$ cat src/rtl/chan_pkg.sv
// Shared definitions for the channel fabric: arbiter latency, destination index
// type and the pointer-wrap helper used by channel FIFOs.
package chan_pkg;

  // Cycles from the arbiter sampling ready to its valid reacting.
  localparam int CHAN_ARB_LATENCY = 2;

  typedef logic [7:0] chan_idx_t;

  // Advance a FIFO pointer, wrapping from depth-1 back to 0 (depth need not be a power of two).
  function automatic int unsigned chan_wrap_inc(input int unsigned ptr, input int unsigned depth);
    return (ptr == depth - 1) ? 0 : ptr + 1;
  endfunction

endpackage

$ cat src/rtl/chan_sync_fifo.sv
// Single-clock show-ahead FIFO: register array, wrapping pointers and occupancy count.
// push and pop arrive pre-qualified; the caller guarantees push is never issued when full without pop.
module chan_sync_fifo
  import chan_pkg::*;
#(
  parameter int WIDTH = 64,
  parameter int DEPTH = 8,
  parameter int LOG_D = $clog2(DEPTH + 1)
) (
  input  logic             clk,
  input  logic             rstn,
  input  logic             push,
  input  logic             pop,
  input  logic [WIDTH-1:0] wr_data,
  output logic [WIDTH-1:0] rd_data,
  output logic [LOG_D-1:0] count,
  output logic             full,
  output logic             empty
);

  localparam int PW = (DEPTH > 1) ? $clog2(DEPTH) : 1;

  logic [WIDTH-1:0] mem [DEPTH];
  logic [PW-1:0]    wr_ptr;
  logic [PW-1:0]    rd_ptr;

  // Storage is deliberately not reset; outVld gating hides stale contents.
  always_ff @(posedge clk) begin
    if (push) mem[wr_ptr] <= wr_data;
  end

  always_ff @(posedge clk or negedge rstn) begin
    if (!rstn) begin
      wr_ptr <= '0;
      rd_ptr <= '0;
      count  <= '0;
    end else begin
      if (push) wr_ptr <= PW'(chan_wrap_inc(int'(wr_ptr), DEPTH));
      if (pop)  rd_ptr <= PW'(chan_wrap_inc(int'(rd_ptr), DEPTH));
      case ({push, pop})
        2'b10:   count <= count + LOG_D'(1);
        2'b01:   count <= count - LOG_D'(1);
        default: count <= count;
      endcase
    end
  end

  assign rd_data = mem[rd_ptr];
  assign full    = (count == LOG_D'(DEPTH));
  assign empty   = (count == '0);

endmodule

$ cat src/rtl/channel_dst_buffer.sv
// Destination-side ingress buffer behind the channel arbiter, one per destination.
// Optional statistics (hwm_o, dropCnt_o) are built when CHAN_DST_BUF_STATS_EN is defined.
module channel_dst_buffer
  import chan_pkg::*;
#(
  parameter int        N      = 2,
  parameter chan_idx_t DST_ID = '0,
  parameter int        WIDTH  = 64,
  parameter int        DEPTH  = 8,
  parameter int        SKID   = CHAN_ARB_LATENCY,
  parameter int        LOG_D  = $clog2(DEPTH + 1)
) (
  input  logic             clk,
  input  logic             rstn,
  input  logic [N-1:0]     dstVld_i,
  input  logic [WIDTH-1:0] dstDat_i,
  output logic             dstRdy_o,
  output logic             outVld_o,
  output logic [WIDTH-1:0] outDat_o,
  input  logic             outRdy_i,
  output logic [LOG_D-1:0] count_o,
  output logic             ovf_o
`ifdef CHAN_DST_BUF_STATS_EN
  ,
  output logic [LOG_D-1:0] hwm_o,
  output logic [15:0]      dropCnt_o
`endif
);

  // Handshakes: on the output side a beat moves on a clock edge where outVld_o and
  // outRdy_i are both high, and outDat_o is held while outVld_o=1 and outRdy_i=0.
  // On the arbiter side valid does not wait for ready: dstRdy_o is a credit the
  // arbiter samples, and up to SKID beats may still arrive after it drops.

  localparam int DST_SEL   = int'(DST_ID);
  localparam int RDY_LIMIT = DEPTH - SKID;

  logic push_req;
  logic push_acc;
  logic pop;
  logic drop;
  logic full;
  logic empty;
  logic unused_vld;

  assign push_req   = dstVld_i[DST_SEL];
  assign unused_vld = ^dstVld_i;
  assign pop        = outVld_o & outRdy_i;
  // A full FIFO still accepts when a beat leaves in the same cycle.
  assign push_acc   = push_req & (~full | pop);
  assign drop       = push_req & full & ~pop;

  chan_sync_fifo #(
    .WIDTH (WIDTH),
    .DEPTH (DEPTH),
    .LOG_D (LOG_D)
  ) u_fifo (
    .clk     (clk),
    .rstn    (rstn),
    .push    (push_acc),
    .pop     (pop),
    .wr_data (dstDat_i),
    .rd_data (outDat_o),
    .count   (count_o),
    .full    (full),
    .empty   (empty)
  );

  assign outVld_o = ~empty;
  // Free space must exceed SKID: the in-flight beats plus this cycle's beat always fit.
  assign dstRdy_o = (count_o < LOG_D'(RDY_LIMIT));

  always_ff @(posedge clk or negedge rstn) begin
    if (!rstn) ovf_o <= 1'b0;
    else if (drop) ovf_o <= 1'b1;
  end

`ifdef CHAN_DST_BUF_STATS_EN
  logic [LOG_D-1:0] count_nxt;

  always_comb begin
    count_nxt = count_o;
    case ({push_acc, pop})
      2'b10:   count_nxt = count_o + LOG_D'(1);
      2'b01:   count_nxt = count_o - LOG_D'(1);
      default: count_nxt = count_o;
    endcase
  end

  always_ff @(posedge clk or negedge rstn) begin
    if (!rstn) begin
      hwm_o     <= '0;
      dropCnt_o <= '0;
    end else begin
      if (count_nxt > hwm_o) hwm_o <= count_nxt;
      if (drop && dropCnt_o != 16'hFFFF) dropCnt_o <= dropCnt_o + 16'd1;
    end
  end
`endif

endmodule

$ cat config.mk
export PLATFORM = sky130hd
export DESIGN_NAME = channel_dst_buffer
export DESIGN_NICKNAME = d
export VERILOG_FILES = /design/src/rtl/chan_pkg.sv /design/src/rtl/chan_sync_fifo.sv /design/src/rtl/channel_dst_buffer.sv
export SDC_FILE = /design/constraint.sdc
export NUM_CORES = 1
export LEC_CHECK = 0
export ABC_CLOCK_PERIOD_IN_PS = 20600
export BUFFER_PORTS_ARGS = -buffer_cell sky130_fd_sc_hd__buf_2
export CAP_MARGIN = 20
export CELL_PAD_IN_SITES_DETAIL_PLACEMENT = 0
export CELL_PAD_IN_SITES_GLOBAL_PLACEMENT = 1
export CORE_UTILIZATION = 52
export DETAILED_ROUTE_END_ITERATION = 10
export PLACE_DENSITY_LB_ADDON = 0.08
export SYNTH_ARGS = -nofsm -noshare
export SYNTH_HDL_FRONTEND = slang
export SYNTH_SLANG_ARGS = --single-unit
$ cat constraint.sdc
create_clock -name clk -period 20.6 [get_ports clk]
set_input_delay 3.09 -clock clk [delete_from_list [all_inputs] [get_ports clk]]
set_output_delay 3.09 -clock clk [all_outputs]
set_load 0.1 [all_outputs]
==> qor.yml, run 1 <==
floorplan:
  core.rowCount: 71
  start_util: 0.5276
  fp.coreArea_sq_um: 37670
  die_y_um: 197.5
  die_w_um: 197.5
  design.portCount: 140
  die-area_sq_um: 39000
cells_and_area:
  nFillCells: 2603
  fin_nets: 1051
  drive_gt1_frac: 0.4336
  multi_input_area_sq_um: 4035
  fin_util: 0.6102
  areaGrowthSynthToFinish_pct: 15.67
  register_area_sq_um: 15660
worst_setup_path:
  cp-start-kind: "flop"
  crit_type: "flop to output pin"
  crit_fanout: 48
  path_buf_inv: 3
  cp_data_required_time_ns: 17.51
  critPathSlowestCell: "dfrtp_4"
  critPathMaxStageDelay_ns: 0.94
  path_delay_family: "buffers and inverters"
  crit_top_cell: "buf_4"
  worstPathArrival_ns: 4.47
  path_cells: "buf_4 > buf_4 > mux4_2 > mux2_2 > buf_2"
  crit_path_end_kind: "output pin"
routing:
  drc: 0
  wire_per_inst_um: 24.94
  post_drt_via_cell_ratio: 5.706
  final_antenna_net_count: 0
  wl_um: 38130
  firstDrtPassIters: 4
  first_iter_violations: 473
  vias: 8724
clocking:
  ctsResizeCount: 0
  cts_sinks: 523
  hold_buffers: 0
  cts.path.max_buffers: 3
  post_cts_buffers: 0
  h-tree-depth: 2
  clkTransAtPathRegs_ns: 0.06
  cts_root_buf: "clkbuf_16"
  cts_buffers: 52
  clock_latency_ns: 0.59
  cts_tree: "built"
global_route:
  grt_max_degree: 79
  grt_pass1_wl_um: 56160
  grt_pass1_vias: 9238
  gr-total-overflow: 0
  antenna_found_initial: 3
  grt.total_usage: 0.2017
sta:
  final.period_utilization: 0.3670
  tns_ns: 0
  finalSetupViolations: 0
  relSlewSlack: 0.2860
  period_minus_slack_ns: 7.560
  finalHoldViolCount: 0
  report.final.slew_viol_count: 0
  rsz0062_at_grt: "no"
  fmax_ghz: 0.1323
  fin_ws_ns: 13.04
  skew_ns: 0.02063
  tightest_slew_ns: 1.069
job:
  maxCapViolCount: 0
synthesis:
  yosys.area.top_type: "edfxtp_1"
  yosysSeqAreaShare: 0.7876
  yosysUniqueCellTypes: 28
  synth_area_leaders: "edfxtp_1 77%, mux4_2 15%, mux2_2 3.7%"
  syn_avg_cell_area_sq_um: 24.75
  yosysWarnings: 0
  synth_top_area_frac: 0.7737
  synthesis.nets: 879
  synth-seq-cells: 523
  synth_area_sq_um: 19870
  synthCells: 803
place:
  dp_slack_ns: 13.46
  gp_congestion: 0.7231
  post-dp-hpwl_um: 20270
  port_buffers: 138
worst_hold_path:
  hold_path.class: "flop to flop"
outcome:
  outcome: "finished clean"
-- layout by cell type, fill, tap and decap left out, drive strengths merged, types with 3 or more instances in the layout --
| cell | synthesis | routed |
|---|---|---|
| a21o | 3 | 3 |
| dfrtp | 11 | 11 |
| mux2 | 69 | 69 |
| ha | 7 | 7 |
| nor2 | 5 | 5 |
| buf | 21 | 156 |
| xor2 | 5 | 5 |
| mux4 | 128 | 128 |
| edfxtp | 512 | 512 |
| clkinvlp | 0 | 3 |
| bufinv | 0 | 8 |
| inv | 1 | 3 |
| nand2b | 3 | 3 |
| nor3 | 7 | 7 |
| clkbuf | 17 | 66 |
| clkinv | 0 | 17 |
-- registers in the layout (all words and copies together) (netlist names) --
name,count
ovf_o,1
u_fifo.count,4
u_fifo.mem,512
u_fifo.rd_ptr,3
u_fifo.wr_ptr,3
-- cells by family (layout without fill, tap and decap cells) --
family | after synthesis | count (layout) | share of synthesized area
mux | 197 | 197 | 0.1842
simple gates | 22 | 22 | 0.005857
compound gates | 9 | 9 | 0.003527
xor+xnor | 6 | 6 | 0.002644
fa+ha+maj | 7 | 7 | 0.004407
other cells | 0 | 1 | 0
flops | 523 | 523 | 0.7876
buf+inv | 39 | 253 | 0.01184
-- cell usage after synthesis (all sizes together) --
library cell,n
edfxtp,512
dfrtp,11
mux2,69
a21o,3
clkbuf,17
ha,7
inv,1
nand3b,1
buf,21
a31oi,1
a21oi,2
or4,1
nor2,5
nor4,1
or3,1
nor3,7
a22oi,1
nand2,2
mux4,128
o21ai,1
nand4b,1
xor2,5
nand2b,3
xnor2,1
o211ai,1
-- worst paths after layout --
kind / end / cells after the start / start / slack, ns
worst max-delay path: outDat_o[35] / 5 / u_fifo.rd_ptr[0] / 13.04
max in group asynchronous: u_fifo.rd_ptr[2] / 1 / rstn / 17.96
worst min-delay path: ovf_o / 1 / ovf_o / 0.47
min in group asynchronous: ovf_o / 1 / rstn / 2.39
worst max register to register: u_fifo.mem[3][60] / 4 / u_fifo.count[1] / 17.43
worst min register to register: ovf_o / 1 / ovf_o / 0.47
-- final cells by class --
| class | instances | area share |
|---|---|---|
| repair buffers | 156 | 0.03680 |
| multi-input cells | 241 | 0.1756 |
| clock inverters | 30 | 0.01573 |
| inverters | 1 | 0.0001633 |
| flip-flops and latches | 523 | 0.6814 |
| clock buffers | 66 | 0.06244 |
| diodes | 1 | 0.0001089 |
| well taps | 511 | 0.02782 |
-- per-stage QoR --
step / cells / cell area (sq um) / hold WS, ns
global route: 1528 / 22980 / 0.4993
CTS: 1527 / 22950 / 0.4694
floorplan: 803 / 19870 / 0.5694
finish: 1529 / 22980 / 0.4661
detailed placement: 1431 / 21160 / 0.4532
global placement: 1431 / 21160 / 0.4508
-- layer usage --
| metal | global-route usage | share of wire | routed length [um] | vias to the layer above |
|---|---|---|---|---|
| met5 | 0 | 0.00066 | 25 | - |
| met4 | 0.06345 | 0.018 | 697 | 4 |
| met3 | 0.04064 | 0.050 | 1911 | 57 |
| met2 | 0.3400 | 0.51 | 19530 | 211 |
| met1 | 0.2660 | 0.42 | 15970 | 4669 |
| li1 | - | - | - | 3783 |
-- worst reg2reg max path, cell delays in order (launching register included) --
cell and delay, ns:
dfrtp_1 0.51, or3_1 0.24, o211ai_1 0.35, nor2_4 0.94, buf_4 0.75
Power of run 1 is left out: the tool's default activity adds up to more than one toggle a clock period on the data nets, which glitch-free logic cannot reach.
==> run 2, diff against run 1 <==
--- a/config.mk
+++ b/config.mk
@@ -5,7 +5,7 @@
 export SDC_FILE = /design/constraint.sdc
 export NUM_CORES = 1
 export LEC_CHECK = 0
-export ABC_CLOCK_PERIOD_IN_PS = 20600
+export ABC_CLOCK_PERIOD_IN_PS = 7450
 export BUFFER_PORTS_ARGS = -buffer_cell sky130_fd_sc_hd__buf_2
 export CAP_MARGIN = 20
 export CELL_PAD_IN_SITES_DETAIL_PLACEMENT = 0
==> constraint.sdc (replaced) <==
create_clock -name clk -period 7.45 [get_ports clk]
set_input_delay 1.1175 -clock clk [delete_from_list [all_inputs] [get_ports clk]]
set_output_delay 1.1175 -clock clk [all_outputs]
set_load 0.1 [all_outputs]
==> run 2 against run 1 <==
Core utilization fell by 0.74 points. Clock skew fell by 0.0052 ns. Worst setup slack got worse by 10 ns. Worst hold slack worse by 0.061 ns. Global-route usage decreased by 0.31 points. Critical path type unchanged. Largest cell class unchanged.
==> qor.yml, run 2 (same netlist as run 1, synthesis figures left out) <==
outcome:
  outcome: "finished clean"
sta:
  tightest_slew_ns: 1.083
  final.period_utilization: 0.6074
  relSlewSlack: 0.2778
  finalSetupViolations: 0
  period_minus_slack_ns: 4.525
  rsz0062_at_grt: "no"
  report.final.slew_viol_count: 0
  tns_ns: 0
  finalHoldViolCount: 0
  skew_ns: 0.01545
  fmax_ghz: 0.2210
clocking:
  cts_tree: "built"
  cts.path.max_buffers: 3
  post_cts_buffers: 0
  clkTransAtPathRegs_ns: 0.06
  ctsResizeCount: 0
  cts_sinks: 523
  cts_root_buf: "clkbuf_16"
  clock_latency_ns: 0.58
  hold_buffers: 0
  cts_buffers: 51
  h-tree-depth: 2
floorplan:
  start_util: 0.5276
  core.rowCount: 71
  design.portCount: 140
  die_w_um: 197.5
  die-area_sq_um: 39000
  die_y_um: 197.5
  fp.coreArea_sq_um: 37670
place:
  post-dp-hpwl_um: 18980
  port_buffers: 138
  gp_congestion: 0.7363
  placed_area_sq_um: 21130
job:
  maxCapViolCount: 0
global_route:
  antenna_found_initial: 5
  grt_pass1_wl_um: 55500
  grt_max_degree: 99
  grt_pass1_vias: 9145
  grt.total_usage: 0.1986
  gr-total-overflow: 0
cells_and_area:
  reg_top3: "u_fifo.mem: 512 flops, u_fifo.count: 4 flops"
  fin_nets: 1045
  drive_gt1_frac: 0.4206
  largest_register_ff_count: 512
  regMostFlops: "u_fifo.mem"
  nFillCells: 2651
  stdcell_area_sq_um: 22700
  final_cell_mix: "512 x edfxtp_1, 138 x buf_2, 128 x mux4_2"
  areaGrowthSynthToFinish_pct: 14.26
  final_common_cell: "edfxtp_1"
routing:
  drc: 0
  vias: 8577
  post_drt_via_cell_ratio: 5.632
  first_iter_violations: 519
  final_antenna_net_count: 0
  wire_per_inst_um: 24.52
  firstDrtPassIters: 5
  wl_um: 37350
worst_setup_path:
  crit_path_end_kind: "output pin"
  crit_type: "flop to output pin"
  worstPathArrival_ns: 3.41
  cp-start-kind: "flop"
  cp_data_required_time_ns: 6.33
  crit_fanout: 98
worst_hold_path:
  hold_path.class: "primary input to async pin"
[run 2: cell types whose count changed in the layout (fill, tap and decap cells not counted), sizes merged]
cell	before	now
buf	156	151
clkbuf	66	67
bufinv	8	2
diode	1	4
clkinv	17	20
inv	3	4
clkinvlp	3	0
[run 2: path summary, 6_finish.rpt]
kind                       slack [ns]  depth (start not counted)             start                 to
min in group clk                 0.46                          1             ovf_o              ovf_o
max in group asynchronous        6.80                          1              rstn   u_fifo.rd_ptr[0]
max reg2reg                      4.30                          4   u_fifo.count[1]  u_fifo.mem[1][38]
min                              0.41                          1              rstn              ovf_o
min reg2reg                      0.46                          1             ovf_o              ovf_o
max                              2.92                          4  u_fifo.rd_ptr[0]       outDat_o[37]
[run 2: final cells by class]
| cell class | instances | area [sq um] | area share |
|---|---|---|---|
| multi-input combinational | 241 | 4044 | 0.1781 |
| antenna | 4 | 10.01 | 0.0004409 |
| clock buffer | 67 | 1346 | 0.05930 |
| inverter | 1 | 3.754 | 0.0001653 |
| clock inverter | 25 | 175.2 | 0.007715 |
| timing repair buffer | 151 | 824.5 | 0.03632 |
| tap | 511 | 639.4 | 0.02816 |
| sequential | 523 | 15660 | 0.6898 |
[run 2: routing by layer]
layer / part of all wire / vias to the layer above / GRT usage / wire [um]
met2: 0.52 / 197 / 0.3397 / 19290
met5: 0.00099 / - / 0 / 37
met3: 0.051 / 59 / 0.03995 / 1903
met4: 0.021 / 6 / 0.06546 / 768
met1: 0.41 / 4539 / 0.2562 / 15350
li1: - / 3776 / - / -
[run 2: worst max-delay path, stage by stage (launching register included)]
cell and delay (ns):
dfrtp_4 0.86, buf_12 0.69, mux4_2 0.60, mux2_2 0.28
buf_2 0.29
[run 2: metrics by stage]
stage               instances  setup WS [ns]    util  hold slack [ns]
floorplan                 803         0.8989       -           0.5775
global placement         1425          3.365  0.5611           0.4491
detailed placement       1425          3.294  0.5611           0.4523
CTS                      1517          2.667  0.6015           0.3797
global route             1519          2.690  0.6025           0.4018
finish                   1523          2.925  0.6028           0.4051
Power of run 2 is left out for the same reason.
==> run 3, diff against run 2 <==
--- a/config.mk
+++ b/config.mk
@@ -5,12 +5,13 @@
 export SDC_FILE = /design/constraint.sdc
 export NUM_CORES = 1
 export LEC_CHECK = 0
-export ABC_CLOCK_PERIOD_IN_PS = 7450
+export ABC_AREA = 1
+export ABC_CLOCK_PERIOD_IN_PS = 4000
 export BUFFER_PORTS_ARGS = -buffer_cell sky130_fd_sc_hd__buf_2
 export CAP_MARGIN = 20
 export CELL_PAD_IN_SITES_DETAIL_PLACEMENT = 0
 export CELL_PAD_IN_SITES_GLOBAL_PLACEMENT = 1
-export CORE_UTILIZATION = 52
+export CORE_UTILIZATION = 45
 export DETAILED_ROUTE_END_ITERATION = 10
 export PLACE_DENSITY_LB_ADDON = 0.08
 export SYNTH_ARGS = -nofsm -noshare
==> constraint.sdc (replaced) <==
create_clock -name clk -period 4 [get_ports clk]
set_input_delay 0.6 -clock clk [delete_from_list [all_inputs] [get_ports clk]]
set_output_delay 0.6 -clock clk [all_outputs]
set_load 0.1 [all_outputs]
==> run 3 against run 2 <==
Cell count up 60%. Critical path type unchanged. Worst setup slack got worse by 2.6 ns. First-iteration DRC count is 53% higher. Via count grew 46%. Routed wire length increased by 23%.
==> qor.yml, run 3 <==
routing:
  post_drt_via_cell_ratio: 5.158
  wl_um: 45850
  drc: 0
  vias: 12564
  first_iter_violations: 793
  firstDrtPassIters: 5
  final_antenna_net_count: 0
  wire_per_inst_um: 18.82
clocking:
  h-tree-depth: 2
  cts_root_buf: "clkbuf_16"
  clkTransAtPathRegs_ns: 0.06
  clock_latency_ns: 0.59
  cts.path.max_buffers: 3
  cts_tree: "built"
  post_cts_buffers: 0
  ctsResizeCount: 0
  cts_buffers: 54
  cts_sinks: 523
synthesis:
  synthMostInstantiatedCell: "edfxtp_1"
  synth-edff-count: 512
  synthCells: 1660
  synth_ff_type: "edfxtp_1"
  synth_area_sq_um: 20720
  yosysSeqAreaShare: 0.7554
  synthArstFlopShare: 0.02103
  yosysWarnings: 0
  synthesis.nets: 1736
  synth_area_leaders: "edfxtp_1 74%, nor2_1 7.2%, o21ai_1 5.3%"
  syn_avg_cell_area_sq_um: 12.48
  synth_common_cells: "512 x edfxtp_1, 398 x nor2_1, 221 x o21ai_1"
  synth_top_area_frac: 0.7421
  yosysUniqueCellTypes: 22
  yosys.area.top_type: "edfxtp_1"
  synth-seq-cells: 523
worst_setup_path:
  crit_type: "flop to output pin"
  cp_data_required_time_ns: 3.40
  cp-start-kind: "flop"
  reg2regPathDepth: 7
  crit_path_end_kind: "output pin"
  crit_fanout: 71
  worstPathArrival_ns: 3.04
outcome:
  outcome: "finished clean"
floorplan:
  core.rowCount: 78
  die_w_um: 216.6
  die_y_um: 216.6
  fp.coreArea_sq_um: 45380
  design.portCount: 140
  die-area_sq_um: 46900
  start_util: 0.4565
sta:
  fmax_ghz: 0.2746
  report.final.slew_viol_count: 0
  rsz0062_at_grt: "no"
  relSlewSlack: 0.4599
  tns_ns: 0
  finalSetupViolations: 0
  skew_ns: 0.01494
  finalHoldViolCount: 0
  final.period_utilization: 0.9105
  tightest_slew_ns: 0.8102
  period_minus_slack_ns: 3.642
cells_and_area:
  final_common_cell: "edfxtp_1"
  drive_gt1_frac: 0.1416
  final_cell_mix: "512 x edfxtp_1, 390 x nor2_1, 221 x o21ai_1"
  regMostFlops: "u_fifo.mem"
  reg_top3: "u_fifo.mem: 512 flops, u_fifo.count: 4 flops"
  fin_nets: 1869
  diodes: 0
  areaGrowthSynthToFinish_pct: 14.92
  largest_register_ff_count: 512
  nFillCells: 3866
place:
  gp_congestion: 0.7347
  post-dp-hpwl_um: 23680
  port_buffers: 138
global_route:
  gr-total-overflow: 0
  antenna_found_initial: 5
  grt.total_usage: 0.1985
  grt_pass1_vias: 12170
  grt_max_degree: 165
  grt_pass1_wl_um: 70540
job:
  maxCapViolCount: 0
worst_hold_path:
  whs_path_depth: 3
  hold_path.class: "primary input to flop"
## run 3: worst paths after layout
kind / start / endpoint / slack, ns
min: dstVld_i[0] / ovf_o / 0.26
min in group asynchronous: rstn / u_fifo.count[3] / 0.41
max in group asynchronous: rstn / u_fifo.rd_ptr[1] / 3.34
max reg2reg: u_fifo.count[1] / u_fifo.mem[7][41] / 1.45
max: u_fifo.rd_ptr[0] / outDat_o[1] / 0.36
min reg2reg: ovf_o / ovf_o / 0.47
## run 3: kinds of logic (layout without fill, tap and decap cells)
kind of cell,count (synthesis),in the layout,synth area share
AND/OR/NAND/NOR,622,622,0.1131
flip-flops,523,523,0.7554
AO/OA/AOI/OAI,394,394,0.09542
buffers and inverters,111,287,0.03056
adder cells (fa/ha/maj),7,7,0.004227
XOR/XNOR,3,3,0.001269
## run 3: final cells by class
type,count,area (sq um),share of cell area
clock buffer,70,1433,0.06017
clock inverter,29,245.2,0.01030
inverter,13,56.30,0.002365
multi-input combinational,1026,4494,0.1888
sequential,523,15660,0.6577
tap,600,750.7,0.03153
timing repair buffer,175,1171,0.04919
## run 3: repair_timing
action | in CTS | in global routing
setup endpoints to repair | 0 | 0
hold endpoints to repair | 11 | 0
hold buffers | 1 | 0
## run 3: worst max-delay path: stages (launching register included)
cell,delay (ns)
dfrtp_4,0.66
buf_4,0.68
nor2_1,0.11
nor2_1,0.10
o21ai_0,0.08
o21ai_1,0.08
nand2_1,0.06
nand2_1,0.17
buf_2,0.45
## run 3: stage by stage
| step | util | cell area (sq um) | hold slack, ns | instances | setup slack, ns |
|---|---|---|---|---|---|
| 6_report | 0.5246 | 23810 | 0.2644 | 2436 | 0.3582 |
| 5_1_grt | 0.5246 | 23810 | 0.2550 | 2436 | 0.1692 |
| 4_1_cts | 0.5246 | 23810 | 0.2236 | 2436 | 0.3209 |
| 3_5_place_dp | 0.4875 | 22120 | 0.4613 | 2336 | 0.9792 |
| 3_3_place_gp | 0.4875 | 22120 | 0.4530 | 2336 | 0.9634 |
| 2_1_floorplan | - | 20730 | 0.3044 | 1660 | -0.8641 |
## run 3: per-layer routing
metal | up-vias | wire (um) | global-route usage
li1 | 6126 | - | -
met1 | 6102 | 21060 | 0.2741
met2 | 247 | 21570 | 0.3221
met3 | 81 | 2146 | 0.03425
met4 | 8 | 1028 | 0.05986
met5 | - | 50 | 0
Power of run 3 is left out for the same reason.
